File: config.mk
export PLATFORM = sky130hd
export DESIGN_NAME = ioctl_loader
export DESIGN_NICKNAME = d
export VERILOG_FILES = /design/src/rtl/ioctl_loader.sv
export SDC_FILE = /design/constraint.sdc
export NUM_CORES = 1
export LEC_CHECK = 0
export BUFFER_PORTS_ARGS = -buffer_cell sky130_fd_sc_hd__buf_2
export CAP_MARGIN = 20
export CORE_MARGIN = 4
export CORE_UTILIZATION = 40
export CTS_CLUSTER_SIZE = 20
export DETAILED_ROUTE_END_ITERATION = 16
export PLACE_DENSITY = 0.64
export SLEW_MARGIN = 10
export SYNTH_ARGS = -nofsm -noshare
export SYNTH_HDL_FRONTEND = slang
export SYNTH_SLANG_ARGS = --single-unit
File: constraint.sdc
create_clock -name clk -period 3.8 [get_ports clk]
set_input_delay 0.76 -clock clk [delete_from_list [all_inputs] [get_ports clk]]
set_output_delay 0.76 -clock clk [all_outputs]
set_load 0.05 [all_outputs]
File: src/rtl/ioctl_loader.sv
// HPS ioctl download to memory write bridge: 1-cycle strobe->mem_wr latency, FIFO of DEPTH entries,
// ioctl_wait raised at DEPTH-1 and strobes dropped when full; optional csum output via IOCTL_LOADER_CHECKSUM_EN.
module ioctl_loader #(
    parameter int         DEPTH = 4,
    parameter logic [7:0] INDEX = 8'h00
) (
    input  logic        clk,
    input  logic        reset,
    input  logic        ioctl_download,
    input  logic        ioctl_wr,
    input  logic [24:0] ioctl_addr,
    input  logic [7:0]  ioctl_dout,
    input  logic [7:0]  ioctl_index,
    output logic        ioctl_wait,
    output logic        mem_wr,
    output logic [16:0] mem_addr,
    output logic [7:0]  mem_data,
    input  logic        mem_ack,
`ifdef IOCTL_LOADER_CHECKSUM_EN
    output logic [15:0] csum,
`endif
    output logic        busy,
    output logic        done,
    output logic        err
);
    localparam int AW = (DEPTH > 1) ? $clog2(DEPTH) : 1;
    localparam int CW = AW + 1;

    typedef enum logic [1:0] {S_IDLE, S_LOAD, S_DRAIN} state_t;

    state_t         state_q, state_d;
    logic [24:0]    fifo_q [DEPTH];
    logic [AW-1:0]  wr_ptr_q, rd_ptr_q;
    logic [CW-1:0]  count_q, count_d;
    logic [16:0]    byte_cnt_q;
    logic           wait_q, done_q, err_q;
    logic           done_d;
    logic           in_range, full, strobe, push, drop, pop, session_start;

    assign in_range      = (ioctl_addr[24:17] == 8'd0);
    assign full          = (count_q == CW'(DEPTH));
    assign strobe        = (state_q == S_LOAD) && ioctl_wr;
    assign push          = strobe && in_range && !full;
    assign drop          = strobe && (!in_range || full);
    assign pop           = (count_q != '0) && mem_ack;
    assign count_d       = count_q + CW'(push) - CW'(pop);
    assign session_start = (state_q == S_IDLE) && (state_d == S_LOAD);

    always_ff @(posedge clk or posedge reset) begin
        if (reset) state_q <= S_IDLE;
        else       state_q <= state_d;
    end

    always_comb begin
        state_d = state_q;
        case (state_q)
            S_IDLE:  if (ioctl_download && (ioctl_index == INDEX)) state_d = S_LOAD;
            S_LOAD:  if (!ioctl_download) state_d = S_DRAIN;
            S_DRAIN: if (count_q == '0) state_d = S_IDLE;
            default: state_d = S_IDLE;
        endcase
    end

    always_comb begin
        busy   = (state_q == S_LOAD) || (state_q == S_DRAIN);
        done_d = (state_q == S_DRAIN) && (state_d == S_IDLE);
    end

    // Storage carries no reset; the outputs below are gated by the registered count.
    always_ff @(posedge clk) begin
        if (push) fifo_q[wr_ptr_q] <= {ioctl_addr[16:0], ioctl_dout};
    end

    always_ff @(posedge clk or posedge reset) begin
        if (reset) begin
            wr_ptr_q   <= '0;
            rd_ptr_q   <= '0;
            count_q    <= '0;
            byte_cnt_q <= '0;
            wait_q     <= 1'b0;
            done_q     <= 1'b0;
            err_q      <= 1'b0;
        end else begin
            if (push) wr_ptr_q <= wr_ptr_q + AW'(1);
            if (pop)  rd_ptr_q <= rd_ptr_q + AW'(1);
            count_q <= count_d;
            wait_q  <= (count_d >= CW'(DEPTH - 1));
            done_q  <= done_d;
            if (session_start)  byte_cnt_q <= '0;
            else if (push)      byte_cnt_q <= byte_cnt_q + 17'd1;
            if (session_start)  err_q <= 1'b0;
            else if (drop)      err_q <= 1'b1;
        end
    end

`ifdef IOCTL_LOADER_CHECKSUM_EN
    logic [15:0] csum_q;

    always_ff @(posedge clk or posedge reset) begin
        if (reset)              csum_q <= '0;
        else if (session_start) csum_q <= '0;
        else if (push)          csum_q <= csum_q + {8'd0, ioctl_dout};
    end

    assign csum = csum_q;
`endif

    assign mem_wr                = (count_q != '0);
    assign {mem_addr, mem_data}  = mem_wr ? fifo_q[rd_ptr_q] : 25'd0;
    assign ioctl_wait            = wait_q;
    assign done                  = done_q;
    assign err                   = err_q;
endmodule
Word-level counts from Yosys, hierarchy flattened
Memories as Yosys holds them, arrays and structs flattened. Index checks and enable logic that the tools add are counted.

Register bits: 12. Bits in writable memories: 100. Output and inout bits: 30. Word-level logic and storage cells: 45. Memories: 1.

$add $sub $neg: 4. Order comparisons: 1. Equal/unequal tests: 4. Mux-type cells: 9. Reduce and logical (&&, ||, !) cells: 19.

Memory list: fifo_q (depth 4, bits a word 25, read ports 1, clocked after memory_dff 0, wr ports 1, line 32) `logic [24:0] fifo_q [DEPTH];`.

Operators by type and width (count): $mux W25 (1); $logic_not A8 Y1 (2); $logic_and A1 B1 Y1 (8); $mux W2 (3); $pmux W2 S3 (1); $add A2 B1 Y2 const B (2); $eq A2 B1 Y1 const B (2); $logic_not A2 Y1 (2); $mux W1 (4); $add A3 B1 Y3 (1); $eq A3 B3 Y1 const B (1); $ge A3 B2 Y1 const B (1); $logic_not A3 Y1 (1); $reduce_bool A3 Y1 (1); $sub A3 B1 Y3 (1); $eq A2 B2 Y1 const B (1); $logic_not A1 Y1 (2); $logic_or A1 B1 Y1 (2); $reduce_bool A2 Y1 (1).

Depth between registers and ports, before layout
Depth in word-level cells: 7. Gate-level depth with buffers: 12. Depth with buffers taken out: 12.

Least setup slack after synthesis
No wires, ideal clock.

Kind: in2reg. Start: in ioctl_addr[22]. End: reg wait_q (netlist: ioctl_wait). Data arrival time: 2708 ps. Required time: 3682 ps. Slack: 974 ps. Stages: 11. Path buffers: 0. Cell sequence: nor4_1 > o311ai_1 > nor2_2 > inv_1 > ha_1 > inv_1 > ha_1 > fa_1 > xnor2_1 > xnor2_1 > a21o_1.

Longest elaborated chain between the ends: 6.

RTL lines: from (decl) (line 11) `input logic [24:0] ioctl_addr,`; $logic_not A8 Y1 (line 40) `assign in_range = (ioctl_addr[24:17] == 8'd0);`; $logic_and A1 B1 Y1 (2 in a row) (line 43) `assign push = strobe && in_range && !full;`; $add A3 B1 Y3 (line 46) `assign count_d = count_q + CW'(push) - CW'(pop);`; $sub A3 B1 Y3 (line 46); named net count_d[2] (line 34) `logic [CW-1:0] count_q, count_d;`; $ge A3 B2 Y1 (line 87) `wait_q <= (count_d >= CW'(DEPTH - 1));`; to (signal assigned) (line 87); to (decl) (line 36) `logic wait_q, done_q, err_q;`.

The timed path passes the listed nets, and every way through them passes these cells. A chain may end at the register's enable or synchronous reset.

Worst setup path in the final report
Start: reg rd_ptr_q[0]. End: out mem_data[0].

Longest elaborated chain between the ends: 2.

RTL lines: from (decl) (line 33) `logic [AW-1:0] wr_ptr_q, rd_ptr_q;`; from (signal assigned) (line 85) `if (pop) rd_ptr_q <= rd_ptr_q + AW'(1);`; $mem_v2 Z4 W25; $mux W25 (line 109) `assign {mem_addr, mem_data} = mem_wr ? fifo_q[rd_ptr_q] : 25'd0;`; to (decl) (line 17) `output logic [7:0] mem_data,`.

Every way passes these cells.

==> flow_summary.ini <==
[clock_tree]
h-tree-depth = 3
insertion_delay_ns = 0.34
postCtsSetupBuffers = 0
postCtsResizedCells = 0
cts_sinks = 112
numCtsBuffers = 9
clk_pin_slew_ns = 0.07
cts_tree = built
clockBufferDepth = 2
root_buffer = clkbuf_16
holdBufCountCts = 0

[layout]
drive_gt1_share_pct = 39.3
n_fill_cell = 916
fin_nets = 370
area_growth_pct = 18.1
seq_area_mm2 = 0.00330
multi_input_comb_area_mm2 = 0.00113
n_antenna_cell = 0

[synth]
synth-xor-area-share_pct = 0.966
yosysMostFrequentCell = edfxtp_1
syn_area_mm2 = 0.00453
synth_cell_types = 34
synthCells = 231
postSynth.asyncResetShare_pct = 10.7
synth_flop_cell = edfxtp_1
synth_top_family_by_area = multiplexers
ys_warn_count = 0
synth_compound_area_share_pct = 1.41
yosysSeqAreaShare_pct = 72.9
synth-adder-area-share_pct = 3.20
synth_edf_count = 100
yosys-top-cells-area = edfxtp_1 (66%), mux4_2 (12%), dfrtp_1 (6.6%)
muxShareOfSynthArea_pct = 12.8
yosysTopAreaCell = edfxtp_1
synth.cells.most_frequent = edfxtp_1 (100), and2_1 (30), mux4_2 (25)
synthSimpleGateAreaFrac_pct = 6.52
yosys_register_bits = 112
synthesis.area_per_instance_um2 = 19.6
synth_nets = 288
synth_top_area_share_pct = 66.3

[sta]
worst_pin_slew_ns = 0.892
max_freq_mhz = 330
skew_ns = 0.00749
slew_headroom_pct = 40.6
post-route-period-util_pct = 79.8
setup_tns_ns = 0
setup-violations-final = 0
slew_violations = 0
hold_viol = 0
rsz0062_at_grt = no
holdWs_ns = 0.441
min_period_ns = 3.03

[critical_path]
worstPathRequired_ns = 3.04
reg2reg_to = ioctl_wait
end_kind = output pin
worst-path-max-fanout = 27
critical_path_class = register to output pin
r2r_cells = 12
start_kind = register
timing.rr.start = state_q[1]
worstPathArrival_ns = 2.27
ff2ff_setup_slack_ns = 1.19

[detailed_routing]
vias_per_cell = 4.96
wl_per_cell_um = 17.6
drt_iter0_markers = 102
drt_pass1_iterations = 4
wl_um = 8040
postRouteAntennaNets = 0
vias = 2273
remaining_drc_errors = 0

[floorplanning]
start_util_pct = 41.3
io_pins = 76
core_mm2 = 0.0110
die_width_um = 114
die_h_um = 114
num_rows = 38
dieArea_mm2 = 0.0131

[flow_run]
drv_cap = 0

[global_routing]
grt_overflow = 0
grt_pass1_vias = 2449
grt_start_max_net_pins = 30
antenna_found_initial = 0
grt.total_usage_pct = 13.2
grt_pass1_wl_um = 12900

[outcome]
status = finished, final reports clean

[placement]
numPortBuffers = 75
gp_congestion = 0.752
hpwlAfterDp_um = 5000

[power]
cellLeakagePower_nw = 1.95
ir_worst_vdd_mv = 0.384
cellPowerDensity_mw_per_mm2 = 741

[hold_path]
min_path_type = input pin to async pin
registers in the layout, indices dropped and copies added, names as in the netlist:
signal and cells:
state_q 2, err 1, fifo_q 100, done 1, ioctl_wait 1, count_q 3
rd_ptr_q 2, wr_ptr_q 2
how the worst max path moves through the flow:
stage / cells after the start / endpoint / slack, ns / from
3_5_place_dp: 12 / ioctl_wait / 0.73 / ioctl_addr[18]
4_1_cts: 3 / mem_data[1] / 0.67 / rd_ptr_q[0]
2_1_floorplan: 11 / ioctl_wait / 0.97 / ioctl_addr[22]
5_1_grt: 3 / mem_addr[4] / 0.56 / rd_ptr_q[0]
6_report: 3 / mem_data[0] / 0.77 / rd_ptr_q[0]
3_3_place_gp: 12 / ioctl_wait / 0.75 / ioctl_addr[22]
critical path: stages, from the launching register on:
cell and delay [ns]:
dfrtp_2 0.95, mux4_2 0.59, and2_1 0.18, buf_2 0.21
layout by cell type, fill, tap and decap left out, types with 3 or more instances in the layout:
cell	n
buf_4	5
inv_1	10
dfrtp_1	11
buf_2	75
clkbuf_16	9
and2_1	30
ha_1	10
nand2_1	5
xnor2_1	4
nor4_1	3
edfxtp_1	100
mux4_2	25
power by group:
group	internal [mW]	switching (mW)	total [mW]
Sequential	1.39	0.112	1.50
Clock	0.511	0.408	0.920
Combinational	0.529	1.02	1.55
cell families after synthesis:
logic type,after synthesis
AO/OA/AOI/OAI,9
XOR/XNOR,5
adder cells (fa/ha/maj),11
buffers and inverters,20
flip-flops,112
multiplexers,26
AND/OR/NAND/NOR,48
metal layers:
layer,global-route usage [%],routed length (um)
met1,16.7,3260
met5,0,0
met4,5.70,138
met2,22.6,4350
met3,2.22,292
through the flow:
| step | worst slack [ns] | instances | instance area [um^2] | utilization [%] | power (mW) |
|---|---|---|---|---|---|
| floorplan | 0.974 | 231 | 4530 | - | 2.80 |
| global placement | 0.754 | 442 | 5060 | 46.1 | 3.10 |
| detailed placement | 0.733 | 442 | 5060 | 46.1 | 3.11 |
| CTS | 0.668 | 458 | 5350 | 48.7 | 4.03 |
| global route | 0.560 | 458 | 5350 | 48.7 | 4.17 |
| finish | 0.769 | 458 | 5350 | 48.7 | 3.97 |
final cells by class:
cell class	instances	area share, %
flip-flops and latches	112	61.7
multi-input cells	99	21.0
repair buffers	80	7.71
clock buffers	9	4.21
well taps	140	3.27
clock inverters	7	1.29
inverters	11	0.771
Note: power is estimated with default switching activity, not from simulation.
